[config.mk]
export PLATFORM = sky130hd
export DESIGN_NAME = tri_bus_arbiter_rx
export DESIGN_NICKNAME = d
export VERILOG_FILES = /design/src/rtl/tri_bus_arbiter_rx.sv
export SDC_FILE = /design/constraint.sdc
export NUM_CORES = 1
export LEC_CHECK = 0
export CORE_UTILIZATION = 41
export DETAILED_ROUTE_END_ITERATION = 7
export PLACE_DENSITY = 0.82
export RECOVER_POWER = 50
export SYNTH_ARGS = -nofsm -noshare
export SYNTH_HDL_FRONTEND = slang
export SYNTH_SLANG_ARGS = --single-unit
export TNS_END_PERCENT = 1
[constraint.sdc]
create_clock -name clk -period 1.51 [get_ports clk]
set_input_delay 0.151 -clock clk [delete_from_list [all_inputs] [get_ports clk]]
set_output_delay 0.151 -clock clk [all_outputs]
set_load 0.02 [all_outputs]
[src/rtl/tri_bus_arbiter_rx.sv]
// Round-robin controller and receiver for the shared tri-state bus.
// Grants one source at a time by driving its tri-state enable. The enable is
// held for a settle cycle and a sample cycle. The resolved bus value is then
// captured and tagged with the source ID. The bus is left fully released for
// DEAD_CYCLES cycles after every grant, so two buffers never drive at once.
//
// Handshake: a source holds req[i] high until it sees a done[i] pulse, and it
// drops req[i] on the following cycle. Dropping req[i] while its enable is in
// the settle cycle aborts the grant, with no done and no rx_valid. rx_valid is
// a one-cycle pulse qualifying rx_data/rx_src. There is no back-pressure on the
// receive side.
module tri_bus_arbiter_rx #(
    parameter int N_SRC       = 4,
    parameter int WIDTH       = 8,
    parameter int DEAD_CYCLES = 1,
    localparam int SRC_W      = (N_SRC > 1) ? $clog2(N_SRC) : 1
) (
    input  logic             clk,
    input  logic             rst_n,
    input  logic [N_SRC-1:0] req,
    input  logic [WIDTH-1:0] bus_in,
    output logic [N_SRC-1:0] en,
    output logic [N_SRC-1:0] done,
    output logic [WIDTH-1:0] rx_data,
    output logic [SRC_W-1:0] rx_src,
    output logic             rx_valid,
    output logic             busy,
    output logic [1:0]       dbg_state
);

    localparam int DW = (DEAD_CYCLES > 1) ? $clog2(DEAD_CYCLES) : 1;
    localparam logic [DW-1:0] DEAD_LOAD = DW'(DEAD_CYCLES - 1);

    typedef enum logic [1:0] {
        IDLE   = 2'd0,
        DRIVE  = 2'd1,
        SAMPLE = 2'd2,
        TURN   = 2'd3
    } state_t;

    state_t           state_q, state_d;
    logic [SRC_W-1:0] ptr_q, ptr_d;
    logic [SRC_W-1:0] k_q, k_d;
    logic [DW-1:0]    dead_q, dead_d;
    logic [N_SRC-1:0] en_q, en_d;
    logic [N_SRC-1:0] done_q, done_d;
    logic [WIDTH-1:0] rx_data_q, rx_data_d;
    logic [SRC_W-1:0] rx_src_q, rx_src_d;
    logic             rx_valid_q, rx_valid_d;
    logic             busy_q, busy_d;

    logic             sel_found;
    logic [SRC_W-1:0] sel_idx;
    logic [SRC_W-1:0] cand;

    function automatic logic [SRC_W-1:0] next_idx(input logic [SRC_W-1:0] i);
        if (int'(i) == N_SRC - 1) return '0;
        return i + 1'b1;
    endfunction

    function automatic logic [N_SRC-1:0] onehot(input logic [SRC_W-1:0] i);
        logic [N_SRC-1:0] oh;
        oh    = '0;
        oh[i] = 1'b1;
        return oh;
    endfunction

    // Round-robin pick: first requesting source at or above ptr, wrapping.
    always_comb begin
        sel_found = 1'b0;
        sel_idx   = '0;
        cand      = '0;
        for (int i = 0; i < N_SRC; i++) begin
            cand = SRC_W'((int'(ptr_q) + i) % N_SRC);
            if (!sel_found && req[cand]) begin
                sel_found = 1'b1;
                sel_idx   = cand;
            end
        end
    end

    // Next-state and registered-output logic. The enable is computed for the
    // state being entered, so en is glitch-free and comes straight from a flop.
    always_comb begin
        state_d    = state_q;
        ptr_d      = ptr_q;
        k_d        = k_q;
        dead_d     = dead_q;
        en_d       = '0;
        done_d     = '0;
        rx_valid_d = 1'b0;
        rx_data_d  = rx_data_q;
        rx_src_d   = rx_src_q;
        case (state_q)
            IDLE: begin
                if (sel_found) begin
                    k_d     = sel_idx;
                    en_d    = onehot(sel_idx);
                    state_d = DRIVE;
                end
            end
            DRIVE: begin
                if (!req[k_q]) begin
                    // Source withdrew: release the bus and move the pointer past it.
                    ptr_d   = next_idx(k_q);
                    dead_d  = DEAD_LOAD;
                    state_d = TURN;
                end else begin
                    en_d    = onehot(k_q);
                    state_d = SAMPLE;
                end
            end
            SAMPLE: begin
                rx_data_d  = bus_in;
                rx_src_d   = k_q;
                rx_valid_d = 1'b1;
                done_d     = onehot(k_q);
                ptr_d      = next_idx(k_q);
                dead_d     = DEAD_LOAD;
                state_d    = TURN;
            end
            TURN: begin
                if (dead_q == '0) state_d = IDLE;
                else              dead_d  = dead_q - 1'b1;
            end
            default: state_d = IDLE;
        endcase
        busy_d = (state_d != IDLE);
    end

    // State and output registers; reset releases the bus without waiting for clk.
    always_ff @(posedge clk or negedge rst_n) begin
        if (!rst_n) begin
            state_q    <= IDLE;
            ptr_q      <= '0;
            k_q        <= '0;
            dead_q     <= '0;
            en_q       <= '0;
            done_q     <= '0;
            rx_data_q  <= '0;
            rx_src_q   <= '0;
            rx_valid_q <= 1'b0;
            busy_q     <= 1'b0;
        end else begin
            state_q    <= state_d;
            ptr_q      <= ptr_d;
            k_q        <= k_d;
            dead_q     <= dead_d;
            en_q       <= en_d;
            done_q     <= done_d;
            rx_data_q  <= rx_data_d;
            rx_src_q   <= rx_src_d;
            rx_valid_q <= rx_valid_d;
            busy_q     <= busy_d;
        end
    end

    assign en        = en_q;
    assign done      = done_q;
    assign rx_data   = rx_data_q;
    assign rx_src    = rx_src_q;
    assign rx_valid  = rx_valid_q;
    assign busy      = busy_q;
    assign dbg_state = state_q;

endmodule

==> summary.txt <==
Worst hold path
  – Hold Crit Class: in2async

Final layout
  – Combined area of the multi-input logic cells: 517 um2
  – Register area: 651 um2
  – Layout area overhead: 43.5%
  – Post-Layout Inst Area: 1700 um2
  – Filler cell count: 230
  – Final Util: 0.620
  – Final #Nets: 162
  – Ant diodes: 0
  – Layout cells sized above 1: 0.264

Worst setup path
  – R2R cell count: 4
  – Reg2reg end: ptr_q[1]$_DFFE_PN0P_
  – Worst path bufs/invs: 0
  – WP data required: 1.72 ns
  – FF-to-FF setup slack: -0.1 ns
  – Worst path top cell family by delay: multiplexers
  – Worst setup path start: k_q[0]$_DFFE_PN0P_
  – Crit path cell chain: mux4_2 > and2_4 > nor2_4 > mux2_4
  – Critical Path Sink Type: flop
  – Crit Path Max Fanout: 3
  – Critical path class: reg2reg
  – Largest stage delay, worst path: 0.54 ns
  – Critical Path End: ptr_q[1]$_DFFE_PN0P_
  – Worst EP arrival: 1.82 ns
  – Worst r2r src: k_q[0]$_DFFE_PN0P_
  – Cell count along the critical path: 4
  – Crit path max-delay cell type: mux4_2
  – Startpoint class of the critical path: flop

Floorplanning
  – Initial core utilization: 0.432
  – Core area: 2730 um2
  – Die Wd: 55.7 um
  – Die height: 55.7 um
  – # IOs: 36
  – DIE AREA: 3100 um2
  – # rows: 19

Logic synthesis
  – Largest family of logic cells by synthesized area: multiplexers
  – Synth Area in Compound Gates: 0.0837
  – Seq/Total Area, Yosys: 0.551
  – Proportion of synthesized area in mux cells: 0.162
  – Register bit total from synthesis: 26
  – Netlist Area Pre-Place: 1180 um2
  – Simple-Gate Fraction of Synth Area: 0.103
  – Post-Synth Adder-Cell Area: 0.0742
  – Syn_area_per_cell: 13.1 um2
  – Synthesis Warnings: 0
  – Syn_nets: 111
  – Post-Synth XOR/XNOR Area: 0
  – Post-synth cell types: 31
  – Syn Inst Count: 90

Run
  – Max-Cap Viols: 0

GRT
  – Largest net degree at the start of global routing: 27
  – Gr ovfl total: 0
  – Number of antenna violations at the first check in global routing: 0
  – Vias in the first global route: 883
  – Global-route wire length before repair: 3.99 mm
  – Total GRT Usage: 0.166

Detailed routing
  – TritonRoute pass-1 iters: 4
  – DR iter-0 viols: 13
  – Drt wl/cell: 14.8 um
  – Drt total wl: 2.53 mm
  – DR vias: 874
  – Final ANT Viol Nets: 0
  – Vias per cell: 5.11
  – DRC errors left: 0

Placed design
  – IO buf count: 35
  – Global placer's final weighted congestion: 0.810
  – DPL Wire Length: 2.04 mm
  – Dpl cell area: 1660 um2

STA
  – Setup TNS: -0.209 ns
  – Hold Fails Final Rpt: 0
  – Final setup fails: 8
  – Fmax: 622 MHz
  – PnR worst setup slack: -0.0986 ns
  – Max-slew violations: 0
  – Period Utilization, post-route: 1.07
  – Fin crit period: 1.61 ns
  – Max_slew headroom: 0.574
  – Worst Clk Skew: 0.00204 ns
  – Worst-margin pin slew: 0.639 ns
  – RSZ-0062 raised after global routing: true

Power
  – Pwr Density: 2100 nW/um2
  – VDD IR-drop max: 0.00169 V
  – Final Power: 3.55 mW
  – Leakage: 0.778 nW

Clock network
  – Root buf cell: clkbuf_4
  – CTS max path bufs: 2
  – H-tree levels: 1
  – CTS tree: yes
  – Clock Latency Late Sink: 0.31 ns
  – Total CTS buffers: 3
  – Clock transition at path regs: 0.13 ns
  – Hold-fix buffers at CTS: 0
  – Clock sink total: 26
  – Postcts setup bufs: 0

Outcome
  – Failing checks: setup timing
  – Status: finished, violations left
-- kinds of logic (layout without fill, tap and decap cells) --
family | after synthesis | count (layout)
DFF | 26 | 26
and+or+nand+nor | 21 | 21
muxes | 16 | 16
AOI/OAI and AO/OA | 12 | 12
buffers and inverters | 8 | 58
adders and majority gates | 7 | 7
-- report_power, final --
group / internal [mW] / leakage [nW] / switching [mW] / total (mW)
logic: 1.05 / 0.433 / 0.998 / 2.05
clock network: 0.147 / 0.0210 / 0.187 / 0.334
registers: 1.01 / 0.323 / 0.169 / 1.17
total: 2.20 / 0.778 / 1.35 / 3.55
-- registers in the layout (all words and copies together), names as in the netlist, 2 cells and up --
register / count
dbg_state: 2
done: 4
en: 4
k_q: 2
ptr_q: 2
rx_data: 8
rx_src: 2
-- cell type report --
type                       instances  share of cell area
clock buffer                       4              0.0214
inverter                           6              0.0133
multi-input combinational         56               0.305
sequential                        26               0.384
tap                               31              0.0229
timing repair buffer              48               0.254
-- Yosys cell counts, drive strengths merged --
library cell | count | area [um2]
a221oi | 1 | 15.0
and2 | 5 | 33.8
mux2 | 12 | 139
nor2b | 1 | 6.26
and2b | 1 | 8.76
mux4 | 1 | 22.5
o21bai | 1 | 7.51
o21ai | 2 | 10.0
a32o | 1 | 10.0
ha | 7 | 87.6
mux2i | 3 | 30.0
nor3 | 1 | 5.00
o31ai | 1 | 7.51
dfrtp | 26 | 651
a21bo | 1 | 10.0
nor4 | 1 | 6.26
o2bb2a | 1 | 10.0
a22o | 1 | 10.0
o32ai | 1 | 8.76
nand2b | 1 | 6.26
inv | 6 | 22.5
buf | 2 | 8.75
nor2 | 4 | 22.5
nor3b | 1 | 7.51
a21oi | 2 | 10.0
nand2 | 5 | 18.8
and3 | 1 | 6.26
-- worst reg2reg max path, cell delays in order, from the launching register on --
cell,delay [ns]
dfrtp_1,0.41
mux4_2,0.54
and2_4,0.17
nor2_4,0.09
mux2_4,0.30
-- worst min path at each step --
| stage | startpoint | end | slack (ns) |
|---|---|---|---|
| after floorplan | rst_n | busy$_DFF_PN0_ | -0.14 |
| after global placement | rx_data[2]$_DFFE_PN0P_ | rx_data[2]$_DFFE_PN0P_ | 0.49 |
| after detailed placement | rx_data[0]$_DFFE_PN0P_ | rx_data[0]$_DFFE_PN0P_ | 0.49 |
| after CTS | rst_n | done[2]$_DFF_PN0_ | 0.20 |
| after global routing | rst_n | done[3]$_DFF_PN0_ | 0.42 |
| final | rst_n | done[3]$_DFF_PN0_ | 0.38 |
-- routing by layer --
layer,vias up,part of all wire,GRT usage
met1,426,0.39,0.196
met4,0,0.014,0.0714
met3,6,0.056,0.0372
met5,-,0,0
met2,28,0.54,0.289
li1,414,-,-
-- cells in the final DEF, fill, tap and decap left out, types with 2 or more instances in the layout --
cell,n
mux2_2,11
nor2_1,3
nand2_1,5
mux2i_1,3
clkbuf_2,2
ha_1,7
clkbuf_4,3
a21oi_1,2
inv_1,6
and2_1,3
clkbuf_1,2
dfrtp_1,26
buf_4,11
clkdlybuf4s50_1,32
-- through the flow --
step	cells	hold slack [ns]	setup WS, ns
5_1_grt	171	0.422	-0.144
3_3_place_gp	167	0.488	-0.224
2_1_floorplan	90	-0.145	-0.102
6_report	171	0.377	-0.0986
4_1_cts	171	0.195	-0.105
3_5_place_dp	167	0.495	-0.288
-- timing repair --
item                                   CTS  global route
pin swaps                                0             1
resized for setup                        1             5
endpoints found under the hold margin    0             0
setup endpoints to repair                3            12
Note: power is estimated with default switching activity, not from simulation.
